## config.mk

```make
export PLATFORM = sky130hd
export DESIGN_NAME = apb_master_arbiter_flat
export DESIGN_NICKNAME = d
export VERILOG_FILES = /design/src/rtl/apb_pkg.sv /design/src/rtl/apb_master_arbiter_if.sv /design/src/rtl/rr_arbiter.sv /design/src/rtl/apb_master_arbiter.sv /design/src/flat_wrapper.sv
export SDC_FILE = /design/constraint.sdc
export NUM_CORES = 1
export LEC_CHECK = 0
export ABC_AREA = 1
export CORE_MARGIN = 2
export CORE_UTILIZATION = 35
export DETAILED_ROUTE_END_ITERATION = 6
export PLACE_DENSITY = 0.83
export SLEW_MARGIN = 20
export SYNTH_ARGS = -nofsm -noshare
export SYNTH_HDL_FRONTEND = slang
export SYNTH_HIERARCHICAL = 1
export SYNTH_SLANG_ARGS = --single-unit
```

## constraint.sdc

```tcl
create_clock -name PCLK -period 2.45 [get_ports PCLK]
set_input_delay 0.6125 -clock PCLK [delete_from_list [all_inputs] [get_ports PCLK]]
set_output_delay 0.6125 -clock PCLK [all_outputs]
set_load 0.02 [all_outputs]
```

## src/rtl/apb_pkg.sv

```systemverilog
`default_nettype none
// +-----------------------------------------------------------------------+
// | apb_pkg : shared states and bus widths for the APB requester bridge    |
// | Rev 1.0                                                               |
// +-----------------------------------------------------------------------+
package apb_pkg;

  typedef enum logic [1:0] {
    IDLE   = 2'b00,
    SETUP  = 2'b01,
    ACCESS = 2'b10
  } apb_state_e;

  localparam int APB_ADDR_W = 32;
  localparam int APB_DATA_W = 32;
  localparam int APB_STRB_W = 4;
  localparam int APB_PROT_W = 3;

  localparam logic [APB_STRB_W-1:0] READ_STRB = 4'b0000;

endpackage
`default_nettype wire

```

## src/rtl/apb_master_arbiter_if.sv

```systemverilog
`default_nettype none
// +-----------------------------------------------------------------------+
// | apb_master_arbiter_if : requester-side and APB completer-side signals  |
// | Rev 1.0                                                               |
// +-----------------------------------------------------------------------+
interface apb_master_arbiter_if
  import apb_pkg::*;
#(
  parameter int NUM_REQ = 2
);
  logic [NUM_REQ-1:0]            req_valid;
  logic [NUM_REQ-1:0]            req_write;
  logic [NUM_REQ*APB_ADDR_W-1:0] req_addr;
  logic [NUM_REQ*APB_DATA_W-1:0] req_wdata;
  logic [NUM_REQ*APB_STRB_W-1:0] req_strb;
  logic [NUM_REQ*APB_PROT_W-1:0] req_prot;
  logic [NUM_REQ-1:0]            req_ready;
  logic [NUM_REQ-1:0]            rsp_valid;
  logic [APB_DATA_W-1:0]         rsp_rdata;
  logic                          rsp_err;

  logic                          PSEL;
  logic                          PENABLE;
  logic                          PWRITE;
  logic [APB_ADDR_W-1:0]         PADDR;
  logic [APB_DATA_W-1:0]         PWDATA;
  logic [APB_STRB_W-1:0]         PSTRB;
  logic [APB_PROT_W-1:0]         PPROT;
  logic [APB_DATA_W-1:0]         PRDATA;
  logic                          PREADY;
  logic                          PSLVERR;
  logic                          busy;

  modport master (
    input  req_valid, req_write, req_addr, req_wdata, req_strb, req_prot,
    input  PRDATA, PREADY, PSLVERR,
    output req_ready, rsp_valid, rsp_rdata, rsp_err,
    output PSEL, PENABLE, PWRITE, PADDR, PWDATA, PSTRB, PPROT, busy
  );

  modport slave (
    output req_valid, req_write, req_addr, req_wdata, req_strb, req_prot,
    output PRDATA, PREADY, PSLVERR,
    input  req_ready, rsp_valid, rsp_rdata, rsp_err,
    input  PSEL, PENABLE, PWRITE, PADDR, PWDATA, PSTRB, PPROT, busy
  );

endinterface
`default_nettype wire

```

## src/rtl/rr_arbiter.sv

```systemverilog
`default_nettype none
// +-----------------------------------------------------------------------+
// | rr_arbiter : round-robin one-hot arbiter, pointer advances on grant    |
// | Rev 1.0                                                               |
// +-----------------------------------------------------------------------+
module rr_arbiter #(
  parameter  int NUM_REQ = 2,
  localparam int IDX_W   = $clog2(NUM_REQ)
) (
  input  logic               clk,
  input  logic               rst_n,
  input  logic [NUM_REQ-1:0] i_req,
  input  logic               i_en,
  output logic [NUM_REQ-1:0] o_gnt,
  output logic [IDX_W-1:0]   o_gnt_idx
);

  logic [IDX_W-1:0]   r_ptr;
  logic [IDX_W-1:0]   w_cand;
  logic [IDX_W-1:0]   w_idx;
  logic               w_found;
  logic [NUM_REQ-1:0] w_gnt;

  function automatic logic [IDX_W-1:0] wrap_idx(input int base, input int off);
    int s;
    s = base + off;
    if (s >= NUM_REQ) s = s - NUM_REQ;
    return IDX_W'(s);
  endfunction

  // r_ptr is the first requester considered: one past the last winner
  always_comb begin
    w_cand  = '0;
    w_idx   = '0;
    w_found = 1'b0;
    w_gnt   = '0;
    for (int i = 0; i < NUM_REQ; i++) begin
      w_cand = wrap_idx(int'(r_ptr), i);
      if (!w_found && i_req[w_cand]) begin
        w_found = 1'b1;
        w_idx   = w_cand;
      end
    end
    if (w_found && i_en) w_gnt[w_idx] = 1'b1;
  end

  always_ff @(posedge clk or negedge rst_n) begin
    if (!rst_n) begin
      r_ptr <= '0;
    end else if (i_en && w_found) begin
      r_ptr <= wrap_idx(int'(w_idx), 1);
    end
  end

  assign o_gnt     = w_gnt;
  assign o_gnt_idx = w_idx;

endmodule
`default_nettype wire

```

## src/rtl/apb_master_arbiter.sv

```systemverilog
`default_nettype none
// +-----------------------------------------------------------------------+
// | apb_master_arbiter : shares one APB4 completer among NUM_REQ requesters|
// | Rev 1.0                                                               |
// +-----------------------------------------------------------------------+
module apb_master_arbiter
  import apb_pkg::*;
#(
  parameter int NUM_REQ = 2,
  parameter int TIMEOUT = 16
) (
  input  logic                 PCLK,
  input  logic                 PRESETn,
  apb_master_arbiter_if.master bus
);

  localparam int IDX_W  = $clog2(NUM_REQ);
  localparam int TCNT_W = (TIMEOUT < 2) ? 1 : $clog2(TIMEOUT);
  localparam logic [TCNT_W-1:0] TCNT_LAST = TCNT_W'((TIMEOUT == 0) ? 0 : TIMEOUT - 1);

  apb_state_e            r_state;
  apb_state_e            w_state_nxt;
  logic                  w_any;
  logic                  w_tmo;
  logic                  w_done;
  logic                  w_gnt_en;
  logic [NUM_REQ-1:0]    w_gnt;
  logic [IDX_W-1:0]      w_gnt_idx;

  logic [IDX_W-1:0]      r_owner;
  logic                  r_write;
  logic [APB_ADDR_W-1:0] r_addr;
  logic [APB_DATA_W-1:0] r_wdata;
  logic [APB_STRB_W-1:0] r_strb;
  logic [APB_PROT_W-1:0] r_prot;
  logic [TCNT_W-1:0]     r_tcnt;
  logic [NUM_REQ-1:0]    r_rsp_valid;
  logic [APB_DATA_W-1:0] r_rsp_rdata;
  logic                  r_rsp_err;

  // Gating with PRESETn keeps req_ready low while reset is held
  assign w_any  = PRESETn && (|bus.req_valid);
  // The timeout cycle is the TIMEOUT-th ACCESS cycle without PREADY
  assign w_tmo  = (TIMEOUT != 0) && !bus.PREADY && (r_tcnt == TCNT_LAST);
  assign w_done = (r_state == ACCESS) && (bus.PREADY || w_tmo);

  always_comb begin
    w_state_nxt = r_state;
    w_gnt_en    = 1'b0;
    case (r_state)
      IDLE: begin
        if (w_any) begin
          w_gnt_en    = 1'b1;
          w_state_nxt = SETUP;
        end
      end
      SETUP: w_state_nxt = ACCESS;
      ACCESS: begin
        if (w_done) begin
          if (w_any) begin
            w_gnt_en    = 1'b1;
            w_state_nxt = SETUP;
          end else begin
            w_state_nxt = IDLE;
          end
        end
      end
      default: w_state_nxt = IDLE;
    endcase
  end

  always_ff @(posedge PCLK or negedge PRESETn) begin
    if (!PRESETn) r_state <= IDLE;
    else          r_state <= w_state_nxt;
  end

  rr_arbiter #(.NUM_REQ(NUM_REQ)) u_rr_arbiter (
    .clk       (PCLK),
    .rst_n     (PRESETn),
    .i_req     (bus.req_valid),
    .i_en      (w_gnt_en),
    .o_gnt     (w_gnt),
    .o_gnt_idx (w_gnt_idx)
  );

  always_ff @(posedge PCLK or negedge PRESETn) begin
    if (!PRESETn) begin
      r_owner <= '0;
      r_write <= 1'b0;
      r_addr  <= '0;
      r_wdata <= '0;
      r_strb  <= '0;
      r_prot  <= '0;
    end else if (w_gnt_en) begin
      r_owner <= w_gnt_idx;
      r_write <= bus.req_write[w_gnt_idx];
      r_addr  <= bus.req_addr[int'(w_gnt_idx)*APB_ADDR_W +: APB_ADDR_W];
      r_wdata <= bus.req_wdata[int'(w_gnt_idx)*APB_DATA_W +: APB_DATA_W];
      r_strb  <= bus.req_write[w_gnt_idx]
                 ? bus.req_strb[int'(w_gnt_idx)*APB_STRB_W +: APB_STRB_W]
                 : READ_STRB;
      r_prot  <= bus.req_prot[int'(w_gnt_idx)*APB_PROT_W +: APB_PROT_W];
    end
  end

  always_ff @(posedge PCLK or negedge PRESETn) begin
    if (!PRESETn) begin
      r_tcnt <= '0;
    end else if ((TIMEOUT != 0) && (r_state == ACCESS) && !w_done) begin
      r_tcnt <= r_tcnt + TCNT_W'(1);
    end else begin
      r_tcnt <= '0;
    end
  end

  always_ff @(posedge PCLK or negedge PRESETn) begin
    if (!PRESETn) begin
      r_rsp_valid <= '0;
      r_rsp_rdata <= '0;
      r_rsp_err   <= 1'b0;
    end else begin
      r_rsp_valid <= '0;
      if (w_done) begin
        r_rsp_valid <= NUM_REQ'(1) << r_owner;
        r_rsp_rdata <= (bus.PREADY && !r_write) ? bus.PRDATA : '0;
        r_rsp_err   <= bus.PREADY ? bus.PSLVERR : 1'b1;
      end
    end
  end

  assign bus.req_ready = w_gnt;
  assign bus.rsp_valid = r_rsp_valid;
  assign bus.rsp_rdata = r_rsp_rdata;
  assign bus.rsp_err   = r_rsp_err;
  assign bus.PSEL      = (r_state != IDLE);
  assign bus.PENABLE   = (r_state == ACCESS);
  assign bus.busy      = (r_state != IDLE);
  assign bus.PWRITE    = r_write;
  assign bus.PADDR     = r_addr;
  assign bus.PWDATA    = r_wdata;
  assign bus.PSTRB     = r_strb;
  assign bus.PPROT     = r_prot;

endmodule
`default_nettype wire

```

## src/flat_wrapper.sv

```systemverilog
// flat-port wrapper written by rule: the top's interface ports become plain ports
module apb_master_arbiter_flat import apb_pkg::*;
#(
  parameter int NUM_REQ = 2,
  parameter int TIMEOUT = 16
)
  (PCLK, PRESETn, bus_req_valid, bus_req_write, bus_req_addr, bus_req_wdata, bus_req_strb, bus_req_prot, bus_PRDATA, bus_PREADY, bus_PSLVERR, bus_req_ready, bus_rsp_valid, bus_rsp_rdata, bus_rsp_err, bus_PSEL, bus_PENABLE, bus_PWRITE, bus_PADDR, bus_PWDATA, bus_PSTRB, bus_PPROT, bus_busy);
  apb_master_arbiter_if #(.NUM_REQ(NUM_REQ)) bus_i ();
  input  logic PCLK;
  input  logic PRESETn;
  input wire logic [$bits(bus_i.req_valid)-1:0] bus_req_valid;
  input wire logic [$bits(bus_i.req_write)-1:0] bus_req_write;
  input wire logic [$bits(bus_i.req_addr)-1:0] bus_req_addr;
  input wire logic [$bits(bus_i.req_wdata)-1:0] bus_req_wdata;
  input wire logic [$bits(bus_i.req_strb)-1:0] bus_req_strb;
  input wire logic [$bits(bus_i.req_prot)-1:0] bus_req_prot;
  input wire logic [$bits(bus_i.PRDATA)-1:0] bus_PRDATA;
  input wire logic [$bits(bus_i.PREADY)-1:0] bus_PREADY;
  input wire logic [$bits(bus_i.PSLVERR)-1:0] bus_PSLVERR;
  output wire logic [$bits(bus_i.req_ready)-1:0] bus_req_ready;
  output wire logic [$bits(bus_i.rsp_valid)-1:0] bus_rsp_valid;
  output wire logic [$bits(bus_i.rsp_rdata)-1:0] bus_rsp_rdata;
  output wire logic [$bits(bus_i.rsp_err)-1:0] bus_rsp_err;
  output wire logic [$bits(bus_i.PSEL)-1:0] bus_PSEL;
  output wire logic [$bits(bus_i.PENABLE)-1:0] bus_PENABLE;
  output wire logic [$bits(bus_i.PWRITE)-1:0] bus_PWRITE;
  output wire logic [$bits(bus_i.PADDR)-1:0] bus_PADDR;
  output wire logic [$bits(bus_i.PWDATA)-1:0] bus_PWDATA;
  output wire logic [$bits(bus_i.PSTRB)-1:0] bus_PSTRB;
  output wire logic [$bits(bus_i.PPROT)-1:0] bus_PPROT;
  output wire logic [$bits(bus_i.busy)-1:0] bus_busy;
  assign bus_i.req_valid = bus_req_valid;
  assign bus_i.req_write = bus_req_write;
  assign bus_i.req_addr = bus_req_addr;
  assign bus_i.req_wdata = bus_req_wdata;
  assign bus_i.req_strb = bus_req_strb;
  assign bus_i.req_prot = bus_req_prot;
  assign bus_i.PRDATA = bus_PRDATA;
  assign bus_i.PREADY = bus_PREADY;
  assign bus_i.PSLVERR = bus_PSLVERR;
  assign bus_req_ready = bus_i.req_ready;
  assign bus_rsp_valid = bus_i.rsp_valid;
  assign bus_rsp_rdata = bus_i.rsp_rdata;
  assign bus_rsp_err = bus_i.rsp_err;
  assign bus_PSEL = bus_i.PSEL;
  assign bus_PENABLE = bus_i.PENABLE;
  assign bus_PWRITE = bus_i.PWRITE;
  assign bus_PADDR = bus_i.PADDR;
  assign bus_PWDATA = bus_i.PWDATA;
  assign bus_PSTRB = bus_i.PSTRB;
  assign bus_PPROT = bus_i.PPROT;
  assign bus_busy = bus_i.busy;
  apb_master_arbiter #(.NUM_REQ(NUM_REQ), .TIMEOUT(TIMEOUT)) u_core (.PCLK(PCLK), .PRESETn(PRESETn), .bus(bus_i));
endmodule
```

# == Word-level counts from Yosys, hierarchy flattened ==
# Index checks and enable logic that the tools add are counted.
# totals
ff_bits,115
inputBits,182
out_inout_bits,112
word_cells,81
# op_classes
n_lt_le_gt_ge,7
n_eq_ne,5
shift,5
add_sub_neg,6
mux,28
reduce_logical,17
n_mul,1
# ops
operator,n
variable part select 64 x 7 -> 32 bit,2
2-to-1 mux 32 bit,1
variable part select 6 x 32 -> 3 bit,1
2-to-1 mux 1 bit,18
logical AND 1 bit,8
2-to-1 mux 2 bit,4
2-to-1 mux 4 bit,2
variable part select 8 x 4 -> 4 bit,1
less-than comparator 1 x 2 -> 1 bit (second input constant),3
one-hot mux 2 bit (3 select lines),1
adder 1 x 1 -> 2 bit (second input constant),2
adder 4 x 1 -> 4 bit (second input constant),1
equality test 4 bit (second input constant),1
greater-or-equal comparator 2 bit (second input constant),2
logical NOT 1 bit,4
inequality test 2 x 1 -> 1 bit (second input constant),2
multiplier 1 x 2 -> 3 bit (second input constant),1
subtractor 1 bit (second input constant),3
equality test 2 x 1 -> 1 bit (second input constant),1
equality test 2 bit (second input constant),1
greater-or-equal comparator 1 x 2 -> 1 bit (second input constant),1
logical NOT 2 bit,1
one-hot mux 1 bit (2 select lines),1
AND reduction 2 bit,1
other kinds (6),6

# == Logic depth before layout (Yosys ltp) ==
# depth
word_depth,13
mapped_depth,12
depth_no_buf,11

# == Cells and area by module ==
# Netlist, hierarchy kept.
# modules_own_cells
mod,cells_per_inst,area_per_inst_um2,seq_area_each_um2,instances
apb_master_arbiter,741,5527.8,2852.7,1
rr_arbiter,14,80.1,25.0,1

# == Worst setup path before layout ==
# OpenSTA, ideal clock, no wires.
# synth_timing
path_kind,input to output
start,input bus_PREADY
end,output bus_req_ready[1]
path_stages,9
setup_slack_ps,238
arrival_time_ps,1599
n_path_buf,3
required_ps,1837
path_cell_list,buf_2 > inv_2 > nand3_2 > nand2_2 > buf_6 > buf_4 > inv_2 > inv_1 > nor2_1
# synth_via
elab_chain_len,8
# synth_lines
item,line,text
start: declaration,flat_wrapper.sv:18,input wire logic [$bits(bus_i.PREADY)-1:0] bus_PREADY;
logical NOT 1 bit,apb_master_arbiter.sv:44,assign w_tmo = (TIMEOUT != 0) && !bus.PREADY && (r_tcnt == TCNT_LAST);
logical AND 1 bit,apb_master_arbiter.sv:44,
logical OR 1 bit *,apb_master_arbiter.sv:45,assign w_done = (r_state == ACCESS) && (bus.PREADY || w_tmo);
logical AND 1 bit *,apb_master_arbiter.sv:45,
2-to-1 mux 1 bit *,apb_master_arbiter.sv:59,if (w_done) begin
one-hot mux 1 bit (2 select lines) *,apb_master_arbiter.sv:50,case (r_state)
named net u_core.w_gnt_en,apb_master_arbiter.sv:26,logic w_gnt_en;
logical AND 1 bit *,rr_arbiter.sv:44,if (w_found && i_en) w_gnt[w_idx] = 1'b1;
2-to-1 mux 2 bit *,rr_arbiter.sv:44,
end: declaration,flat_wrapper.sv:20,output wire logic [$bits(bus_i.req_ready)-1:0] bus_req_ready;
# Mark *: on every way through the listed nets, which the timed path passes. The rest lies on a longest branch.

# == Worst setup path after layout ==
# layout_timing
start,register u_core.r_tcnt[1]
end,output bus_req_ready[1]
# layout_via
elab_chain_len,8
# layout_lines
item,line,text
start: declaration,apb_master_arbiter.sv:36,logic [TCNT_W-1:0] r_tcnt;
start signal: assignment,apb_master_arbiter.sv:110,r_tcnt <= r_tcnt + TCNT_W'(1);
equality test 4 bit,apb_master_arbiter.sv:44,
logical AND 1 bit,apb_master_arbiter.sv:44,
logical OR 1 bit,apb_master_arbiter.sv:45,
logical AND 1 bit,apb_master_arbiter.sv:45,
2-to-1 mux 1 bit,apb_master_arbiter.sv:59,
one-hot mux 1 bit (2 select lines),apb_master_arbiter.sv:50,
named net u_core.w_gnt_en,apb_master_arbiter.sv:26,
logical AND 1 bit,rr_arbiter.sv:44,
2-to-1 mux 2 bit,rr_arbiter.sv:44,
# The timed path passes the listed nets, and every way through them passes these cells.

==> impl_metrics.env <==
export IMPL_status="finished clean"
export IMPL_switching_share=0.328
export IMPL_r2r_slack_ns=0.62
export IMPL_path_class="reg2out"
export IMPL_synth_top_family_by_area="simple AND/OR/NAND/NOR gates"
export IMPL_root_buffer="clkbuf_16"
export IMPL_placed_cells=1229
export IMPL_synth_top_area_frac=0.513
export IMPL_slew_viol_final=0
export IMPL_synth_cell_type_count=19
export IMPL_synth_edf_count=0
export IMPL_syn_to_final_growth_pct=67.0
export IMPL_wl_met3_um=1690
export IMPL_htree_levels=4
export IMPL_cts_buffers=17
export IMPL_initial_core_util=0.356
export IMPL_die_w_um=131
export IMPL_cts_buffer_depth=2
export IMPL_pwr_share_seq=0.321
export IMPL_layout_drive_gt1_share=0.0651
export IMPL_hold_slack_ns=0.455
export IMPL_clkSinkCount=115
export IMPL_synth_mux_area_frac=0
export IMPL_io_buffers=293
export IMPL_max_stage_delay_ns=0.39
export IMPL_die_h_um=131
export IMPL_initialDrtViolationCount=266
export IMPL_crit_buf_inv=3
export IMPL_synthAdderAreaFrac=0.00223
export IMPL_routedWlPerCell_um=14.4
export IMPL_grt_setup_unrepaired="false"
export IMPL_yosys_area_share_simple=0.385
export IMPL_fin_util=0.594
export IMPL_ant_nets=0
export IMPL_grt_usage=0.208
export IMPL_yosysSeqAreaShare=0.513
export IMPL_arrival_ns=1.68
export IMPL_yosys_top_cells_area="dfrtp_1 (51%), nand2_1 (27%), nand3_1 (9.5%)"
export IMPL_power_leakage_nw=4.59
export IMPL_post_route_period_util=0.934
export IMPL_rows=46
export IMPL_synth_top_cells_by_count="nand2_1 (406), dfrtp_1 (115), nand3_1 (107)"
export IMPL_dr_wl_met2_um=9230
export IMPL_drv_cap=0
export IMPL_drcViolationCount=0
export IMPL_cp_cell_sequence="ha_4, nand3_2, nand3_2, nand2_2, inv_2, inv_1, nor2_1, clkdlybuf4s15_2"
export IMPL_vias=5967
export IMPL_ctsHoldBuffers=0
export IMPL_synth_top_area_cell="dfrtp_1"
export IMPL_reg2regPathDepth=7
export IMPL_r2r_start="u_core/r_tcnt[0]"
export IMPL_slew_headroom=0.435
export IMPL_synth_compound_area_frac=0.0312
export IMPL_drt_wl_total_um=18200
export IMPL_async_reset_ff_frac=1.00
export IMPL_path_max_fanout=3
export IMPL_grt_pass1_wl_um=27500
export IMPL_grt_overflow=0
export IMPL_tritoncts="done"
export IMPL_hold_viol=0
export IMPL_dr_max_layer_used="met4"
export IMPL_fin_skew_ns=0.00697
export IMPL_p_int_mw=5.59
export IMPL_layout_cells_non_filler=1261
export IMPL_ir_worst_vdd_mv=0.452
export IMPL_start_kind="flop"
export IMPL_core_mm2=0.0158
export IMPL_rr_endpoint="u_core/bus.PADDR[4]"
export IMPL_endpoint_kind="output port"
export IMPL_yosys_warnings=6
export IMPL_cp_top_family="flip-flops"
export IMPL_die_area_mm2=0.0171
export IMPL_clkLatencyLatePin_ns=0.40
export IMPL_met1_length_um=7060
export IMPL_crit_top_cell="nand3_2"
export IMPL_viasPerCell=4.73
export IMPL_multiInputGateArea_mm2=0.00238
export IMPL_tightest_slew_ns=0.847
export IMPL_ys_ff_latch=115
export IMPL_final_seq_area_mm2=0.00288
export IMPL_syn_area_per_cell_um2=7.43
export IMPL_clk_pin_slew_worst_paths_ns=0.05
export IMPL_synth_nets=938
export IMPL_cp_depth=8
export IMPL_n_antenna_cell=0
export IMPL_switching_power_mw=2.73
export IMPL_grt_antenna_before_repair=0
export IMPL_synth_most_common_cell="nand2_1"
export IMPL_p_total_mw=8.32
export IMPL_place_gp_congestion=0.829
export IMPL_cp_slowest_cell="dfrtp_1"
export IMPL_powerDensity_mw_per_mm2=888
export IMPL_synth_ff_type="dfrtp_1"
export IMPL_clkPwrFrac=0.313
export IMPL_crit_required_ns=1.84
export IMPL_setup_viol=0
export IMPL_num_fill_cells=1407
export IMPL_synthCells=755
export IMPL_nets=1215
export IMPL_io_pins=294
export IMPL_synthesis_area_mm2=0.00561
export IMPL_fmax_mhz=437
export IMPL_hpwl_um=12900
export IMPL_min_period_ns=2.29
export IMPL_grt_max_degree=75
export IMPL_grt_pass1_vias=5416
export IMPL_firstDrtPassIters=5
export IMPL_pwr_share_comb=0.366
export IMPL_hold_class="in2async"
export IMPL_synth_xor_area_frac=0.00312
power by group through the flow:
stage | clock [mW] | sequential (mW) | combinational (mW)
after floorplan | 0 | 3.25 | 0.868
after global placement | 0 | 2.66 | 3.02
after detailed placement | 0 | 2.69 | 3.06
after CTS | 2.67 | 2.67 | 3.08
after global routing | 2.74 | 2.72 | 3.30
final | 2.60 | 2.67 | 3.05
registers in the layout, indices dropped and copies added, names as in the netlist:
register                   cells
u_core/bus.PADDR              32
u_core/r_owner                 1
u_core/bus.PSTRB               4
u_core/r_tcnt                  4
u_core/bus.PWDATA             32
u_core/bus.rsp_valid           2
u_core/bus.rsp_rdata          32
u_core/bus.PWRITE              1
u_core/bus.rsp_err             1
u_core/bus.PPROT               3
u_core/u_rr_arbiter/r_ptr      1
u_core/r_state                 2
repair_timing:
| action | in CTS | in global routing |
|---|---|---|
| pin swaps | 0 | 1 |
| endpoints found under the setup margin | 2 | 2 |
| resized for setup | 7 | 7 |
| setup buffers | 0 | 0 |
cell type report:
type / instances / share of cell area
repair buffers: 312 / 0.335
flip-flops and latches: 115 / 0.307
multi-input cells: 569 / 0.255
clock buffers: 23 / 0.0510
well taps: 216 / 0.0288
clock inverters: 9 / 0.0162
inverters: 17 / 0.00681
worst reg2reg max path, delay by kind of cell (launching register included):
kind	cells	cell delay, ns
adders and majority gates	1	0.18
buffers and inverters	1	0.59
DFF	1	0.41
and+or+nand+nor	5	0.58
stage by stage:
step / setup slack, ns / setup TNS [ns] / area (um2)
floorplan: 0.238 / 0 / 5610
global placement: -0.387 / -0.688 / 8720
detailed placement: -0.423 / -0.745 / 8720
CTS: 0.0117 / 0 / 9340
global route: 0.0274 / 0 / 9370
finish: 0.162 / 0 / 9370
routing by layer:
metal	track usage	up-vias
met3	0.0684	16
met4	0.0670	0
met2	0.362	262
li1	-	2923
met5	0	-
met1	0.244	2766
worst max path at each step:
stage                                   to        startpoint  slack (ns)
after detailed placement  bus_req_ready[0]  bus_req_valid[0]       -0.42
after CTS                 bus_req_ready[1]  bus_req_valid[0]        0.01
final                     bus_req_ready[1]  u_core/r_tcnt[1]        0.16
after floorplan           bus_req_ready[1]        bus_PREADY        0.24
after global placement    bus_req_ready[0]  bus_req_valid[1]       -0.39
after global routing      bus_req_ready[0]  u_core/r_tcnt[1]        0.03
placed cells by master, fill, tap and decap left out, types with 2 or more instances in the layout:
cell	instances
inv_1	10
nand3_2	2
clkinv_2	3
dfrtp_1	115
nand2_1	406
clkdlybuf4s50_1	287
nand3_1	107
clkbuf_1	3
bufinv_16	4
nand2_2	3
dlymetal6s2s_1	3
o21ai_0	12
nor2_2	2
o21ai_1	23
buf_4	16
clkbuf_16	17
nor2_1	9
inv_2	7
clkbuf_8	3
buf_12	5
nor2_4	2
cells by family after synthesis:
family / Yosys count
and+or+nand+nor: 531
DFF: 115
buffers and inverters: 71
AOI/OAI and AO/OA: 35
xor gates and xnor gates: 2
adders and majority gates: 1
No activity file was read; power rests on OpenSTA's default activity.
